## src/rtl/uart_rx_fifo.sv

```systemverilog
// 8N1 UART receiver: 2-flop synchroniser, 3-sample majority vote, start-glitch rejection,
// framing-error/break handling and a show-ahead receive FIFO.
module uart_rx_fifo #(
   parameter int FIFO_DEPTH = 4
) (
   input  logic                          clk,
   input  logic                          rst_n,
   input  logic [15:0]                   baud_div,
   input  logic                          rx,
   output logic                          rx_valid,
   output logic [7:0]                    rx_data,
   input  logic                          rx_ready,
   output logic [$clog2(FIFO_DEPTH):0]   rx_count,
   output logic                          frame_err,
   output logic                          overrun,
   output logic                          busy
);

   localparam int AW = $clog2(FIFO_DEPTH);

   typedef enum logic [2:0] {IDLE, START, DATA, STOP, BREAK_WAIT} state_t;

   state_t        state, state_next;
   logic          sync1, rxs;
   logic [2:0]    hist;
   logic          vote;
   logic [15:0]   bit_len, half_len, cnt, cnt_next;
   logic [2:0]    bitidx, bitidx_next;
   logic [7:0]    shreg, shreg_next;
   logic          push, fe_set;

   logic [7:0]    mem [FIFO_DEPTH];
   logic [AW-1:0] wr_ptr, rd_ptr, rd_next;
   logic [AW:0]   count, count_next;
   logic          full, pop, do_push;

   assign bit_len  = (baud_div < 16'd4) ? 16'd4 : baud_div;
   assign half_len = bit_len >> 1;
   assign vote     = (hist[0] & hist[1]) | (hist[0] & hist[2]) | (hist[1] & hist[2]);

   always_ff @(posedge clk) begin
      if (!rst_n) begin
         sync1 <= 1'b1;
         rxs   <= 1'b1;
         hist  <= 3'b111;
      end else begin
         sync1 <= rx;
         rxs   <= sync1;
         hist  <= {hist[1:0], rxs};
      end
   end

   always_ff @(posedge clk) begin
      if (!rst_n) begin
         state  <= IDLE;
         cnt    <= 16'd0;
         bitidx <= 3'd0;
         shreg  <= 8'h00;
      end else begin
         state  <= state_next;
         cnt    <= cnt_next;
         bitidx <= bitidx_next;
         shreg  <= shreg_next;
      end
   end

   // Start is qualified at mid-bit; data and stop are sampled one full bit later each.
   always_comb begin
      state_next  = state;
      cnt_next    = cnt + 16'd1;
      bitidx_next = bitidx;
      shreg_next  = shreg;
      push        = 1'b0;
      fe_set      = 1'b0;
      case (state)
         IDLE: begin
            cnt_next = 16'd0;
            if (!rxs) state_next = START;
         end
         START: begin
            if (cnt == half_len) begin
               cnt_next    = 16'd0;
               bitidx_next = 3'd0;
               state_next  = vote ? IDLE : DATA;
            end
         end
         DATA: begin
            if (cnt == bit_len - 16'd1) begin
               cnt_next    = 16'd0;
               shreg_next  = {vote, shreg[7:1]};
               bitidx_next = bitidx + 3'd1;
               if (bitidx == 3'd7) state_next = STOP;
            end
         end
         STOP: begin
            if (cnt == bit_len - 16'd1) begin
               cnt_next = 16'd0;
               if (vote) begin
                  push       = 1'b1;
                  state_next = IDLE;
               end else begin
                  fe_set     = 1'b1;
                  state_next = BREAK_WAIT;
               end
            end
         end
         BREAK_WAIT: begin
            cnt_next = 16'd0;
            if (rxs) state_next = IDLE;
         end
         default: state_next = IDLE;
      endcase
   end

   assign full     = (count == (AW+1)'(FIFO_DEPTH));
   assign rx_valid = (count != '0);
   assign pop      = rx_valid & rx_ready;
   assign do_push  = push & (~full | pop);
   assign rd_next  = pop ? rd_ptr + AW'(1) : rd_ptr;
   assign rx_count = count;
   assign busy     = (state != IDLE);

   always_comb begin
      count_next = count;
      if (do_push && !pop)      count_next = count + (AW+1)'(1);
      else if (!do_push && pop) count_next = count - (AW+1)'(1);
   end

   always_ff @(posedge clk) begin
      if (do_push) mem[wr_ptr] <= shreg;
   end

   // rx_data is a registered copy of the next head; a byte written this cycle bypasses mem.
   always_ff @(posedge clk) begin
      if (!rst_n) begin
         wr_ptr    <= '0;
         rd_ptr    <= '0;
         count     <= '0;
         rx_data   <= 8'h00;
         frame_err <= 1'b0;
         overrun   <= 1'b0;
      end else begin
         if (do_push) wr_ptr <= wr_ptr + AW'(1);
         rd_ptr    <= rd_next;
         count     <= count_next;
         frame_err <= fe_set;
         overrun   <= push & full & ~pop;
         if (count_next != '0)
            rx_data <= (do_push && rd_next == wr_ptr) ? shreg : mem[rd_next];
      end
   end

endmodule

```

## config.mk

```make
export PLATFORM = sky130hd
export DESIGN_NAME = uart_rx_fifo
export DESIGN_NICKNAME = d
export VERILOG_FILES = /design/src/rtl/uart_rx_fifo.sv
export SDC_FILE = /design/constraint.sdc
export NUM_CORES = 1
export LEC_CHECK = 0
export BUFFER_PORTS_ARGS = -buffer_cell sky130_fd_sc_hd__buf_2
export CAP_MARGIN = 0
export CELL_PAD_IN_SITES_DETAIL_PLACEMENT = 0
export CELL_PAD_IN_SITES_GLOBAL_PLACEMENT = 1
export CORE_MARGIN = 4
export CORE_UTILIZATION = 30
export CTS_CLUSTER_SIZE = 20
export DETAILED_ROUTE_END_ITERATION = 12
export PLACE_DENSITY = 0.58
export SLEW_MARGIN = 15
export SYNTH_ARGS = -nofsm -noshare
export SYNTH_HDL_FRONTEND = slang
export SYNTH_SLANG_ARGS = --single-unit
```

## constraint.sdc

```tcl
create_clock -name clk -period 6.5 [get_ports clk]
set_input_delay 1.625 -clock clk [delete_from_list [all_inputs] [get_ports clk]]
set_output_delay 1.625 -clock clk [all_outputs]
set_load 0.005 [all_outputs]
```

Yosys cells after proc, flatten, opt, wreduce, memory -nomap -nowiden
Memories as Yosys holds them, arrays and structs flattened. A register that Yosys moved wholly into a read port is not among the register bits.
Index checks and enable logic that the tools add are counted.

cells by class
  add/subtract/negate cells = 7
  $mul = 0
  div/mod/pow operators = 0
  order comparisons = 1
  equality and inequality tests = 14
  shift operators = 0
  mux-type cells = 25
  bitwise logic cells = 12
  reductions and logical operators = 16

operator list
  kind                                                                           number
  16-bit 2-to-1 mux                                                              3
  16-bit one-hot mux with 3 select lines                                         1
  3-bit 2-to-1 mux                                                               11
  16-bit by 1-bit adder with 16-bit output, second input constant                1
  16-bit by 15-bit == test with 1-bit output                                     1
  16-bit == test                                                                 1
  16-bit by 3-bit less-than comparator with 1-bit output, second input constant  1
  16-bit by 1-bit subtractor with 16-bit output, second input constant           1
  3-bit one-hot mux with 5 select lines                                          1
  2-bit inequality test, second input constant                                   6
  3-bit == test, second input constant                                           3
  3-bit nonzero test                                                             3
  1-bit bitwise AND                                                              7
  3-bit by 1-bit adder with 3-bit output, second input constant                  2
  3-bit by 2-bit == test with 1-bit output, second input constant                2
  1-bit 2-to-1 mux                                                               6
  3-bit one-hot mux with 2 select lines                                          1
  3-bit AND reduction                                                            2
  6-bit AND reduction                                                            1
  2-bit by 1-bit adder with 2-bit output, second input constant                  2
  2-bit 2-to-1 mux                                                               2
  2-bit OR reduction                                                             2
  3-bit by 1-bit == test with 1-bit output, second input constant                1
  1-bit logical NOT                                                              3
  other kinds (7)                                                                11

storage, ports and cells
  register bits after elaboration = 44
  latch bits = 0
  RAM bits = 32
  bits in read-only memories = 0
  bits of input ports = 20
  output and inout port bits = 15
  word-level logic and storage cells = 88
  memories kept = 1

memory list
  memory  depth  bits a word  read ports  clocked after memory_dff  write ports  RTL line  RTL
  mem     4      8            1           1                         1            32        logic [7:0] mem [FIFO_DEPTH];

Depth between registers and ports, before layout
  depth in word-level cells = 12
  mapped depth = 18
  mapped depth without buffers = 15

Worst setup path before layout
Ideal clock, no wire load.

  path type = in2reg
  start = input baud_div[10]
  end = register rx_data[2] (read register of mem)
  setup time = 122 ps
  arrival time = 5,592 ps
  data required time = 6,378 ps
  slack = 786 ps
  stages on the path = 16
  path buffers = 3
  cells stage by stage = buf_4 > nor4_4 > nand4_4 > o21ai_0 > ha_1 > xnor2_1 > a221o_1 > a21oi_1 > nand4_1 > or4b_1 > buf_2 > nor3_1 > mux2_2 > a221o_1 > buf_6 > o311a_1

between the ends
  word-level cells in the longest chain between the ends = 12
  elaborated cells on any way between the ends = 13
  those cells by class = 1 x add/sub; 1 x order compare; 1 x eq/ne; 5 x mux; 1 x bitwise; 4 x reduce/logical

RTL lines
  element                                                 RTL line  RTL
  start, declared                                         8         input logic [15:0] baud_div,
  16-bit by 3-bit less-than comparator with 1-bit output  37        assign bit_len = (baud_div < 16'd4) ? 16'd4 : baud_div;
  16-bit 2-to-1 mux *                                     37
  16-bit by 1-bit subtractor with 16-bit output *         96        if (cnt == bit_len - 16'd1) begin
  16-bit == test *                                        96
  1-bit 2-to-1 mux *                                      96
  1-bit 2-to-1 mux *                                      75        case (state)
  1-bit bitwise AND *                                     118       assign do_push = push & (~full | pop);
  1-bit logical NOT                                       126       else if (!do_push && pop) count_next = count - (AW+1)'(1);
  1-bit logical AND                                       126
  3-bit 2-to-1 mux                                        126
  3-bit 2-to-1 mux *                                      125       if (do_push && !pop) count_next = count + (AW+1)'(1);
  3-bit nonzero test *                                    148       if (count_next != '0)
  end, declared                                           11        output logic [7:0] rx_data,

Every way passes the cells marked *; elsewhere a longest branch is shown, timed or not.
A chain may end at the register's enable or synchronous reset.

Worst setup path after layout
  start = input baud_div[12]
  end = register rx_data[3] (read register of mem)

Same word-level chain as after synthesis.

==> flow_summary.json <==
{
  "status": "complete, no violations",
  "tritoncts": "built",
  "dieHeight_um": 133,
  "final_critical_path_setup_slack_ns": 0.630,
  "totalPowerFinal_uw": 1490,
  "cell_types_with_the_highest_counts_after_synthesis": "sky130_fd_sc_hd__dfxtp_1, sky130_fd_sc_hd__nor2_1, sky130_fd_sc_hd__edfxtp_1",
  "fin_skew_ns": 0.00594,
  "core_area_mm2": 0.0153,
  "asyncSetResetFlopFracSynth_pct": 0,
  "critPathMaxFanout": 16,
  "cts_max_level": 3,
  "min-delay-path-class": "reg2reg",
  "fmax_mhz": 170,
  "postPlaceCellArea_mm2": 0.00504,
  "p_int_uw": 1030,
  "grtUsageTotal_pct": 13.0,
  "post-place-ws_ns": 0.319,
  "row_count": 45,
  "synthMostInstantiatedCell": "sky130_fd_sc_hd__dfxtp_1",
  "post-route-min-period_ns": 5.87,
  "totalNegativeSetupSlack_ns": 0,
  "ys.warnings.count": 0,
  "yosys_register_bits": 84,
  "critical_path.max_stage_delay_ns": 0.77,
  "vias_per_cell": 4.91,
  "grt_max_degree": 22,
  "yosys.area.top_type_share_pct": 22.2,
  "drv.max_cap_violation_count": 0,
  "clkLatencyLatePin_ns": 0.34,
  "dr_total_vias": 3405,
  "worst_ep_required_time_ns": 6.73,
  "max_slew_margin_pct": 38.7,
  "finalWirelength_mm": 11.0,
  "timing.final.max_slew_violations": 0,
  "initial_utilization_pct": 30.7,
  "count_of_nets_after_finishing": 509,
  "timing.critical_path.arrival_ns": 6.10,
  "power.combinational.fraction_pct": 27.0,
  "grt_pass1_vias": 3409,
  "drive_above_1_share_pct": 17.2,
  "detailedRoute.firstPassIterationCount": 4,
  "worst_pin_slew_ns": 0.919,
  "area.growth.synth_to_final_pct": 13.7,
  "share_of_the_yosys_chip_area_belonging_to_registers_pct": 42.8,
  "cts_inserted_buffers": 9,
  "gpl.final_weighted_congestion": 0.838,
  "setup.worst_path.class": "in2reg",
  "design.die.area_mm2": 0.0177,
  "synth_area_leaders": "sky130_fd_sc_hd__dfxtp_1, sky130_fd_sc_hd__edfxtp_1, sky130_fd_sc_hd__xnor2_1",
  "cts_sink_count": 84,
  "route.detailed.wl_per_inst_um": 15.8,
  "power_switching_uw": 461,
  "timing.final.crit_share_pct": 90.3,
  "die_w_um": 133,
  "post_synth_num_cell_types": 72,
  "io_buffer_count": 34,
  "syn_inst_count": 454,
  "cts-resized-gates": 0,
  "unrepaired_setup_endpoints_after_global_routing": "no",
  "synth-main-ff-cell": "sky130_fd_sc_hd__dfxtp_1",
  "final_hold_violation_count": 0,
  "crit_family": "simple AND/OR/NAND/NOR gates",
  "num_io_pins": 35,
  "post_cts_repair_timing_setup_buffer_count": 0,
  "synthesis.area_mm2": 0.00468,
  "power.share.sequential_pct": 40.4,
  "cts_max_path_buffers": 2,
  "detailed_place_hpwl_mm": 8.08,
  "design_area_mm2": 0.00533,
  "grt-ovfl-total": 0,
  "path_buf_inv": 1,
  "critical_path.startpoint_type": "input pin",
  "synth_nets": 485,
  "max-vdd-ir-drop_uv": 124,
  "grt_first_pass_wirelength_mm": 18.4,
  "diodes": 0,
  "remaining_drc_errors": 0,
  "power_density_mw_per_mm2": 280,
  "number_of_antenna_violations_at_the_first_check_in_global_routing": 0,
  "timing.critical_path.slowest_stage_cell": "sky130_fd_sc_hd__a211oi_2",
  "detailedRoute.firstIterationViolations": 137,
  "mapped_avg_cell_area_um2": 10.3,
  "p_leak_uw": 0.00184,
  "clkPwrFrac_pct": 32.6,
  "cts-hold-fix-buffers": 0,
  "cts-root-buf": "sky130_fd_sc_hd__clkbuf_16",
  "setup_violation_total_in_the_final_timing_report": 0,
  "cp_cell_sequence": "buf_2, nor4_4, nand4_4, o21ai_0, ha_1, nor2b_1, nand4_1, a21oi_1, nand4_1, or4b_1, nor4_4, mux2i_2, a211oi_2, o21ai_0, o311a_1",
  "synth_top_area_cell": "sky130_fd_sc_hd__dfxtp_1",
  "synth_edf_count": 32,
  "antenna_left": 0,
  "clk_transition_reported_paths_ns": 0.06,
  "end_kind": "flop",
  "p_sw_share_pct": 30.9
}
cells by family (layout without fill, tap and decap cells):
family	Yosys count	after routing	synth area share (%)
xor gates and xnor gates	47	47	8.79
AOI/OAI and AO/OA	64	64	10.2
buffers and inverters	38	67	3.55
DFF	84	84	42.8
muxes	31	31	8.98
adders and majority gates	12	12	3.15
and+or+nand+nor	178	178	22.6
power by group through the flow:
stage	logic, uW	registers [uW]	clock network, uW
after global placement	406	614	0
after CTS	411	603	506
after global routing	449	607	532
after floorplan	299	610	0
final	404	603	486
after detailed placement	410	615	0
metal layers:
metal	wire [um]	share of wire, %	up-vias	GRT usage, %
li1	-	-	1697	-
met1	5400	49	1631	17.8
met5	0	0	-	0
met2	5010	46	67	20.7
met3	403	3.7	10	2.93
met4	152	1.4	0	3.75
cell usage in the layout, fill, tap and decap left out, types with 12 or more instances in the layout:
cell type,count
sky130_fd_sc_hd__xor2_1,17
sky130_fd_sc_hd__dfxtp_1,52
sky130_fd_sc_hd__xnor2_1,29
sky130_fd_sc_hd__nand2_1,26
sky130_fd_sc_hd__o21ai_0,13
sky130_fd_sc_hd__nand2b_1,12
sky130_fd_sc_hd__edfxtp_1,32
sky130_fd_sc_hd__nor2_1,49
sky130_fd_sc_hd__a21oi_1,14
sky130_fd_sc_hd__mux2i_1,20
sky130_fd_sc_hd__nand3_1,12
sky130_fd_sc_hd__buf_2,34
metrics by stage:
stage	hold WS (ns)	cells	utilization (%)
floorplan	0.386	454	-
global placement	0.397	678	33.1
detailed placement	0.397	678	33.1
CTS	0.413	694	34.9
global route	0.438	694	34.9
finish	0.410	694	34.9
registers in the layout (all words and copies together) (netlist names), 2 cells and up:
| signal | flops |
|---|---|
| mem | 32 |
| cnt | 16 |
| rx_data | 8 |
| shreg | 8 |
| bitidx | 3 |
| hist | 3 |
| rx_count | 3 |
| state | 3 |
| rd_ptr | 2 |
| wr_ptr | 2 |
final timing paths:
| check | from | slack (ns) | to | cells past startpoint |
|---|---|---|---|---|
| setup / recovery | baud_div[12] | 0.63 | rx_data[3] | 15 |
| hold / removal | sync1 | 0.41 | rxs | 1 |
| setup reg to reg | cnt[4] | 2.82 | rx_data[3] | 10 |
| hold reg to reg | sync1 | 0.41 | rxs | 1 |
final cells by class:
type	instances	area, um^2
Clock buffer	9	225
Clock inverter	7	56.3
Fill cell	1538	9930
Inverter	11	41.3
Multi-Input combinational cell	332	2520
Sequential cell	84	2000
Tap cell	211	264
Timing Repair Buffer	40	215
Power figures use the tool's default switching activity.
